File: src/rtl/exu_result_pipe_if.sv
// rtl/exu_result_pipe_if.sv - Issue, late-result, forwarding and writeback signals of the result pipeline
interface exu_result_pipe_if #(
    parameter int LANES = 2,
    parameter int XLEN  = 32,
    parameter int NSRC  = 4
);
    logic                  stall;
    logic                  kill;
    logic [LANES-1:0]      in_valid;
    logic [LANES-1:0]      in_rd_en;
    logic [LANES*5-1:0]    in_rd_addr;
    logic [LANES-1:0]      in_late;
    logic [LANES*XLEN-1:0] in_rd_val;
    logic                  late_valid;
    logic [XLEN-1:0]       late_data;
    logic [NSRC*5-1:0]     src_addr;
    logic [NSRC-1:0]       fwd_hit;
    logic [NSRC-1:0]       fwd_ready;
    logic [NSRC*XLEN-1:0]  fwd_val;
    logic                  late_wait;
    logic [LANES-1:0]      wb_valid;
    logic [LANES*5-1:0]    wb_addr;
    logic [LANES*XLEN-1:0] wb_val;

    modport master (
        output stall, kill, in_valid, in_rd_en, in_rd_addr, in_late, in_rd_val,
        output late_valid, late_data, src_addr,
        input  fwd_hit, fwd_ready, fwd_val, late_wait, wb_valid, wb_addr, wb_val
    );

    modport slave (
        input  stall, kill, in_valid, in_rd_en, in_rd_addr, in_late, in_rd_val,
        input  late_valid, late_data, src_addr,
        output fwd_hit, fwd_ready, fwd_val, late_wait, wb_valid, wb_addr, wb_val
    );
endinterface

File: src/rtl/exu_result_pipe.sv
// rtl/exu_result_pipe.sv - In-flight result stages with priority forwarding, late-result capture and writeback
module exu_result_pipe #(
    parameter int LANES      = 2,
    parameter int DEPTH      = 3,
    parameter int XLEN       = 32,
    parameter int NSRC       = 4,
    parameter int LATE_STAGE = 1
) (
    input  logic             clk,
    input  logic             rst,
    exu_result_pipe_if.slave bus
);

    logic [LANES-1:0] s_valid [DEPTH];
    logic [LANES-1:0] s_pend  [DEPTH];
    logic [LANES-1:0] s_rd_en [DEPTH];
    logic [4:0]       s_addr  [DEPTH][LANES];
    logic [XLEN-1:0]  s_val   [DEPTH][LANES];

    logic [LANES-1:0] tgt_hot [DEPTH];
    logic [LANES-1:0] cap     [DEPTH];
    logic             late_wait;
    logic             advance;
    logic             wb_en;

    assign late_wait = |(s_valid[DEPTH-1] & s_pend[DEPTH-1]);
    assign advance   = !bus.stall && !late_wait;
    assign wb_en     = !rst && !bus.stall && !bus.kill && !late_wait;

    // Oldest pending slot at or above LATE_STAGE: highest stage first, lane 0 first within a stage.
    always_comb begin
        logic found;
        found = 1'b0;
        for (int s = 0; s < DEPTH; s++) begin
            tgt_hot[s] = '0;
        end
        for (int s = DEPTH - 1; s >= LATE_STAGE; s--) begin
            for (int l = 0; l < LANES; l++) begin
                if (!found && s_valid[s][l] && s_pend[s][l]) begin
                    tgt_hot[s][l] = 1'b1;
                    found         = 1'b1;
                end
            end
        end
    end

    always_comb begin
        for (int s = 0; s < DEPTH; s++) begin
            cap[s] = tgt_hot[s] & {LANES{bus.late_valid}};
        end
    end

    always_ff @(posedge clk) begin
        if (rst || bus.kill) begin
            for (int s = 0; s < DEPTH; s++) begin
                s_valid[s] <= '0;
                s_pend[s]  <= '0;
            end
        end else if (advance) begin
            s_valid[0] <= bus.in_valid;
            s_pend[0]  <= bus.in_valid & bus.in_late & bus.in_rd_en;
            for (int s = 1; s < DEPTH; s++) begin
                s_valid[s] <= s_valid[s-1];
                s_pend[s]  <= s_pend[s-1] & ~cap[s-1];
            end
        end else begin
            for (int s = 0; s < DEPTH; s++) begin
                s_pend[s] <= s_pend[s] & ~cap[s];
            end
        end
    end

    // Payload carries no reset; a captured late value follows its slot when the pipe advances.
    always_ff @(posedge clk) begin
        if (advance) begin
            s_rd_en[0] <= bus.in_rd_en;
            for (int l = 0; l < LANES; l++) begin
                s_addr[0][l] <= bus.in_rd_addr[l*5 +: 5];
                s_val[0][l]  <= bus.in_rd_val[l*XLEN +: XLEN];
            end
            for (int s = 1; s < DEPTH; s++) begin
                s_rd_en[s] <= s_rd_en[s-1];
                for (int l = 0; l < LANES; l++) begin
                    s_addr[s][l] <= s_addr[s-1][l];
                    s_val[s][l]  <= cap[s-1][l] ? bus.late_data : s_val[s-1][l];
                end
            end
        end else begin
            for (int s = 0; s < DEPTH; s++) begin
                for (int l = 0; l < LANES; l++) begin
                    if (cap[s][l]) begin
                        s_val[s][l] <= bus.late_data;
                    end
                end
            end
        end
    end

    logic [NSRC-1:0]      fwd_hit;
    logic [NSRC-1:0]      fwd_ready;
    logic [NSRC*XLEN-1:0] fwd_val;

    // Scan oldest to youngest so the last match, the youngest producer, wins.
    always_comb begin
        fwd_hit   = '0;
        fwd_ready = '0;
        fwd_val   = '0;
        for (int p = 0; p < NSRC; p++) begin
            for (int s = DEPTH - 1; s >= 0; s--) begin
                for (int l = 0; l < LANES; l++) begin
                    if (s_valid[s][l] && s_rd_en[s][l] &&
                        bus.src_addr[p*5 +: 5] != 5'd0 &&
                        s_addr[s][l] == bus.src_addr[p*5 +: 5]) begin
                        fwd_hit[p]               = 1'b1;
                        fwd_ready[p]             = !s_pend[s][l] || cap[s][l];
                        fwd_val[p*XLEN +: XLEN]  = cap[s][l] ? bus.late_data : s_val[s][l];
                    end
                end
            end
        end
    end

    logic [LANES-1:0]      wb_valid;
    logic [LANES*5-1:0]    wb_addr;
    logic [LANES*XLEN-1:0] wb_val;

    always_comb begin
        wb_valid = '0;
        wb_addr  = '0;
        wb_val   = '0;
        for (int l = 0; l < LANES; l++) begin
            wb_valid[l] = wb_en && s_valid[DEPTH-1][l] && s_rd_en[DEPTH-1][l] && !s_pend[DEPTH-1][l];
            if (wb_valid[l]) begin
                wb_addr[l*5 +: 5]       = s_addr[DEPTH-1][l];
                wb_val[l*XLEN +: XLEN]  = s_val[DEPTH-1][l];
            end
        end
    end

    assign bus.fwd_hit   = fwd_hit;
    assign bus.fwd_ready = fwd_ready;
    assign bus.fwd_val   = fwd_val;
    assign bus.late_wait = late_wait;
    assign bus.wb_valid  = wb_valid;
    assign bus.wb_addr   = wb_addr;
    assign bus.wb_val    = wb_val;

    // Only one load may be waiting in the capture window at a time.
    logic [DEPTH*LANES-1:0] pend_hi;
    always_comb begin
        pend_hi = '0;
        for (int s = LATE_STAGE; s < DEPTH; s++) begin
            for (int l = 0; l < LANES; l++) begin
                pend_hi[s*LANES + l] = s_valid[s][l] && s_pend[s][l];
            end
        end
    end

    a_single_late: assert property (@(posedge clk) disable iff (rst) $countones(pend_hi) <= 1);

endmodule

File: src/flat_wrapper.sv
// flat-port wrapper written by rule: the top's interface ports become plain ports
module exu_result_pipe_flat 
#(
    parameter int LANES      = 2,
    parameter int DEPTH      = 3,
    parameter int XLEN       = 32,
    parameter int NSRC       = 4,
    parameter int LATE_STAGE = 1
)
  (clk, rst, bus_stall, bus_kill, bus_in_valid, bus_in_rd_en, bus_in_rd_addr, bus_in_late, bus_in_rd_val, bus_late_valid, bus_late_data, bus_src_addr, bus_fwd_hit, bus_fwd_ready, bus_fwd_val, bus_late_wait, bus_wb_valid, bus_wb_addr, bus_wb_val);
  exu_result_pipe_if #(.LANES(LANES), .XLEN(XLEN), .NSRC(NSRC)) bus_i ();
  input  logic clk;
  input  logic rst;
  input wire logic [$bits(bus_i.stall)-1:0] bus_stall;
  input wire logic [$bits(bus_i.kill)-1:0] bus_kill;
  input wire logic [$bits(bus_i.in_valid)-1:0] bus_in_valid;
  input wire logic [$bits(bus_i.in_rd_en)-1:0] bus_in_rd_en;
  input wire logic [$bits(bus_i.in_rd_addr)-1:0] bus_in_rd_addr;
  input wire logic [$bits(bus_i.in_late)-1:0] bus_in_late;
  input wire logic [$bits(bus_i.in_rd_val)-1:0] bus_in_rd_val;
  input wire logic [$bits(bus_i.late_valid)-1:0] bus_late_valid;
  input wire logic [$bits(bus_i.late_data)-1:0] bus_late_data;
  input wire logic [$bits(bus_i.src_addr)-1:0] bus_src_addr;
  output wire logic [$bits(bus_i.fwd_hit)-1:0] bus_fwd_hit;
  output wire logic [$bits(bus_i.fwd_ready)-1:0] bus_fwd_ready;
  output wire logic [$bits(bus_i.fwd_val)-1:0] bus_fwd_val;
  output wire logic [$bits(bus_i.late_wait)-1:0] bus_late_wait;
  output wire logic [$bits(bus_i.wb_valid)-1:0] bus_wb_valid;
  output wire logic [$bits(bus_i.wb_addr)-1:0] bus_wb_addr;
  output wire logic [$bits(bus_i.wb_val)-1:0] bus_wb_val;
  assign bus_i.stall = bus_stall;
  assign bus_i.kill = bus_kill;
  assign bus_i.in_valid = bus_in_valid;
  assign bus_i.in_rd_en = bus_in_rd_en;
  assign bus_i.in_rd_addr = bus_in_rd_addr;
  assign bus_i.in_late = bus_in_late;
  assign bus_i.in_rd_val = bus_in_rd_val;
  assign bus_i.late_valid = bus_late_valid;
  assign bus_i.late_data = bus_late_data;
  assign bus_i.src_addr = bus_src_addr;
  assign bus_fwd_hit = bus_i.fwd_hit;
  assign bus_fwd_ready = bus_i.fwd_ready;
  assign bus_fwd_val = bus_i.fwd_val;
  assign bus_late_wait = bus_i.late_wait;
  assign bus_wb_valid = bus_i.wb_valid;
  assign bus_wb_addr = bus_i.wb_addr;
  assign bus_wb_val = bus_i.wb_val;
  exu_result_pipe #(.LANES(LANES), .DEPTH(DEPTH), .XLEN(XLEN), .NSRC(NSRC), .LATE_STAGE(LATE_STAGE)) u_core (.clk(clk), .rst(rst), .bus(bus_i));
endmodule
File: config.mk
export PLATFORM = sky130hd
export DESIGN_NAME = exu_result_pipe_flat
export DESIGN_NICKNAME = d
export VERILOG_FILES = /design/src/rtl/exu_result_pipe_if.sv /design/src/rtl/exu_result_pipe.sv /design/src/flat_wrapper.sv
export SDC_FILE = /design/constraint.sdc
export NUM_CORES = 1
export LEC_CHECK = 0
export BUFFER_PORTS_ARGS = -buffer_cell sky130_fd_sc_hd__buf_2
export CAP_MARGIN = 30
export CORE_ASPECT_RATIO = 0.6
export CORE_MARGIN = 10
export CORE_UTILIZATION = 30
export DETAILED_ROUTE_END_ITERATION = 16
export HOLD_SLACK_MARGIN = 0.05
export MAX_ROUTING_LAYER = met4
export SLEW_MARGIN = 30
export SYNTH_ARGS = -nofsm -noshare
export SYNTH_HDL_FRONTEND = slang
export SYNTH_SLANG_ARGS = --single-unit
File: constraint.sdc
create_clock -name clk -period 5.15 [get_ports clk]
set_clock_uncertainty 0.15 [all_clocks]
set_input_delay 0.2575 -clock clk [delete_from_list [all_inputs] [get_ports clk]]
set_output_delay 0.2575 -clock clk [all_outputs]
set_load 0.05 [all_outputs]
==> results.sh <==
export IMPL_status="finished, final reports clean"
export IMPL_vias=19919
export IMPL_grt_first_pass_wirelength_mm=141.4
export IMPL_relSlewSlack_pct=31.84
export IMPL_end_kind="output pin"
export IMPL_rsz0062_at_grt="no"
export IMPL_die_area_sq_mm=0.07411
export IMPL_root_buffer="clkbuf_16"
export IMPL_place_gp_congestion=0.9385
export IMPL_cp_top_family="compound AO/OA/AOI/OAI gates"
export IMPL_setup_viol=0
export IMPL_hold_buffers=117
export IMPL_drc=0
export IMPL_first_global_vias=19574
export IMPL_multi_input_area_sq_mm=0.01095
export IMPL_path_common_cell="o21ai_0"
export IMPL_synth_edf_count=240
export IMPL_fmax_ghz=0.2184
export IMPL_drtPass1Iterations=8
export IMPL_antenna_found_initial=3
export IMPL_critical_path_class="flop to output pin"
export IMPL_cts_buffer_depth=3
export IMPL_rows=71
export IMPL_die_height_um=214.9
export IMPL_ys_flop_type="edfxtp_1"
export IMPL_ys_async_sr_fraction_pct=0
export IMPL_max_stage_delay_ns=0.83
export IMPL_coreArea_sq_mm=0.06263
export IMPL_drive_gt1_share_pct=30.22
export IMPL_syn_avg_cell_area_sq_um=9.431
export IMPL_yosysSeqAreaShare_pct=37.94
export IMPL_cp_depth=7
export IMPL_finalCriticalPeriod_ns=4.579
export IMPL_dp_hpwl_mm=67.08
export IMPL_synth_distinct_cells=62
export IMPL_peakVddDrop_mv=0.2157
export IMPL_grt_max_degree=67
export IMPL_fin_crit_sh_pct=88.91
export IMPL_crit_fanout=41
export IMPL_routed_wl_mm=100.1
export IMPL_worst_pin_slew_ns=1.020
export IMPL_cts_resized=0
export IMPL_cts_htree_levels=1
export IMPL_portBuffers=349
export IMPL_start_kind="flop"
export IMPL_hold_viol_final=0
export IMPL_routedWlPerCell_um=31.09
export IMPL_grt_overflow=0
export IMPL_final_common_cell="buf_2"
export IMPL_cts_tree="built"
export IMPL_p_per_area_mw_per_mm2=235.6
export IMPL_ioPinCount=350
export IMPL_post_route_util_pct=38.10
export IMPL_fin_nets=2494
export IMPL_worstPathCellList="xor2_1, nor4_1, and4_4, a311oi_4, o21ai_0, o21ai_0, buf_2"
export IMPL_ff2ff_path_depth=8
export IMPL_cts_buffers=29
export IMPL_clkTransAtPathRegs_ns=0.07
export IMPL_ys_seq_elements=240
export IMPL_hold_depth=4
export IMPL_syn_area_sq_mm=0.01899
export IMPL_fillers=6260
export IMPL_cts_setup_buffers=0
export IMPL_syn_to_final_growth_pct=25.61
export IMPL_cp_required_ns=4.74
export IMPL_finalMaxSlewViolations=0
export IMPL_tns_ns=0
export IMPL_arrival_ns=4.17
export IMPL_ant_nets=0
export IMPL_hp_class="input pin to flop"
export IMPL_grt_total_usage_pct=26.26
export IMPL_via_per_inst=6.184
export IMPL_mostFrequentLayoutCells="349 x buf_2, 240 x edfxtp_1, 168 x mux2_2"
export IMPL_p_leak_nw=9.402
export IMPL_drt_iter0_drc=3520
export IMPL_worstSkewPairLatency_ns=0.61
export IMPL_yosysWarnings=0
export IMPL_die_width_um=344.8
export IMPL_synth_cells=2014
export IMPL_cts_num_sinks=240
export IMPL_ff_latch_area_sq_mm=0.007207
export IMPL_cap_violations=0
export IMPL_initial_core_util_pct=30.33
export IMPL_critPathSlowestCell="o21ai_0"
export IMPL_critPathBufInv=1
==> stage by stage <==
stage	instances	instance area, sq um	power, mW	setup WS, ns	hold slack (ns)
finish	3221	23860	5.621	0.5709	0.1761
global route	3220	23860	5.784	0.4912	0.2030
CTS	3217	23820	5.628	0.6487	0.1393
detailed placement	3047	21650	3.282	1.237	0.2857
global placement	3045	21620	3.273	1.206	0.2840
floorplan	2017	19010	2.953	0.8520	0.2064
==> logic make-up (layout without fill, tap and decap cells) <==
group | after synthesis | after routing | synth area share, %
AO/OA/AOI/OAI | 637 | 637 | 22.54
AND/OR/NAND/NOR | 509 | 509 | 13.92
multiplexers | 270 | 270 | 15.33
buffers and inverters | 255 | 617 | 5.540
flip-flops | 240 | 240 | 37.94
XOR/XNOR | 102 | 102 | 4.703
other | 1 | 7 | 0.01974
==> power breakdown <==
| group | leakage, nW | internal, mW | switching, mW |
|---|---|---|---|
| combinational | 6.58 | 0.319 | 0.551 |
| sequential | 2.35 | 2.33 | 0.146 |
| clock | 0.471 | 1.29 | 0.990 |
| total | 9.40 | 3.93 | 1.69 |
==> final timing paths <==
check,from,end,slack [ns]
setup reg to reg,u_core.s_pend[0][5]$_DFFE_PP_,u_core.s_pend[0][0]$_SDFFCE_PN0P_,0.95
setup / recovery,u_core.s_addr[0][9]$_DFFE_PP_,bus_fwd_val[40],0.57
hold / removal,bus_late_valid,u_core.s_pend[0][4]$_DFFE_PP_,0.18
hold reg to reg,u_core.s_rd_en[0][1]$_DFFE_PP_,u_core.s_rd_en[0][3]$_DFFE_PP_,0.31
==> sequential cells by signal, summed over array words and instances, names as in the netlist <==
signal,cells
u_core.s_valid,6
u_core.s_val,192
u_core.s_pend,6
u_core.s_rd_en,6
u_core.s_addr,30
==> cell type report <==
cell class,count,area share [%]
multi-input cells,1522,45.90
flip-flops and latches,240,30.21
repair buffers,537,14.84
well taps,839,4.400
clock buffers,31,3.073
clock inverters,22,1.112
inverters,27,0.4353
diodes,3,0.03146
==> worst register-to-register path, delay by kind of cell, from the launching register on <==
| family | cells | cell delay, ns |
|---|---|---|
| flip-flops | 1 | 0.49 |
| AO/OA/AOI/OAI | 1 | 0.35 |
| AND/OR/NAND/NOR | 3 | 0.88 |
| buffers and inverters | 4 | 2.19 |
==> cell usage after synthesis (all sizes together), types with 4 or more instances <==
library cell / n / area (sq um)
mux2: 168 / 1892
buf: 59 / 312.8
a311oi: 17 / 155.1
a221o: 4 / 40.04
or3: 37 / 231.5
nor3: 58 / 301.5
inv: 25 / 93.84
and4b: 4 / 40.04
nand4: 22 / 137.6
or4: 5 / 41.29
o21a: 7 / 52.55
nor2: 72 / 277.8
o31ai: 11 / 82.58
o221ai: 49 / 429.2
and4: 4 / 35.03
xnor2: 55 / 481.7
xor2: 47 / 411.6
clkbuf: 169 / 638.1
nand3: 23 / 115.1
a31o: 4 / 35.03
a2bb2oi: 8 / 70.07
a31oi: 27 / 168.9
nor2b: 6 / 37.54
and3b: 10 / 87.58
nand2: 147 / 551.8
o21ai: 187 / 935.9
and3: 9 / 56.30
a21oi: 132 / 660.6
nor3b: 7 / 52.55
o311ai: 5 / 43.79
mux2i: 102 / 1021
nor4: 20 / 137.6
a22oi: 68 / 510.5
a221oi: 40 / 531.8
nand2b: 6 / 45.04
a211oi: 29 / 217.7
and2: 76 / 475.5
o22ai: 39 / 244.0
edfxtp: 240 / 7207
==> per-layer routing <==
metal  part of all wire (%)  global-route usage (%)
met5                      0                       -
met4                    3.3                   7.550
met3                     13                   7.735
met2                     42                   37.69
met1                     41                   35.30
(Power assumes the default switching activity.)
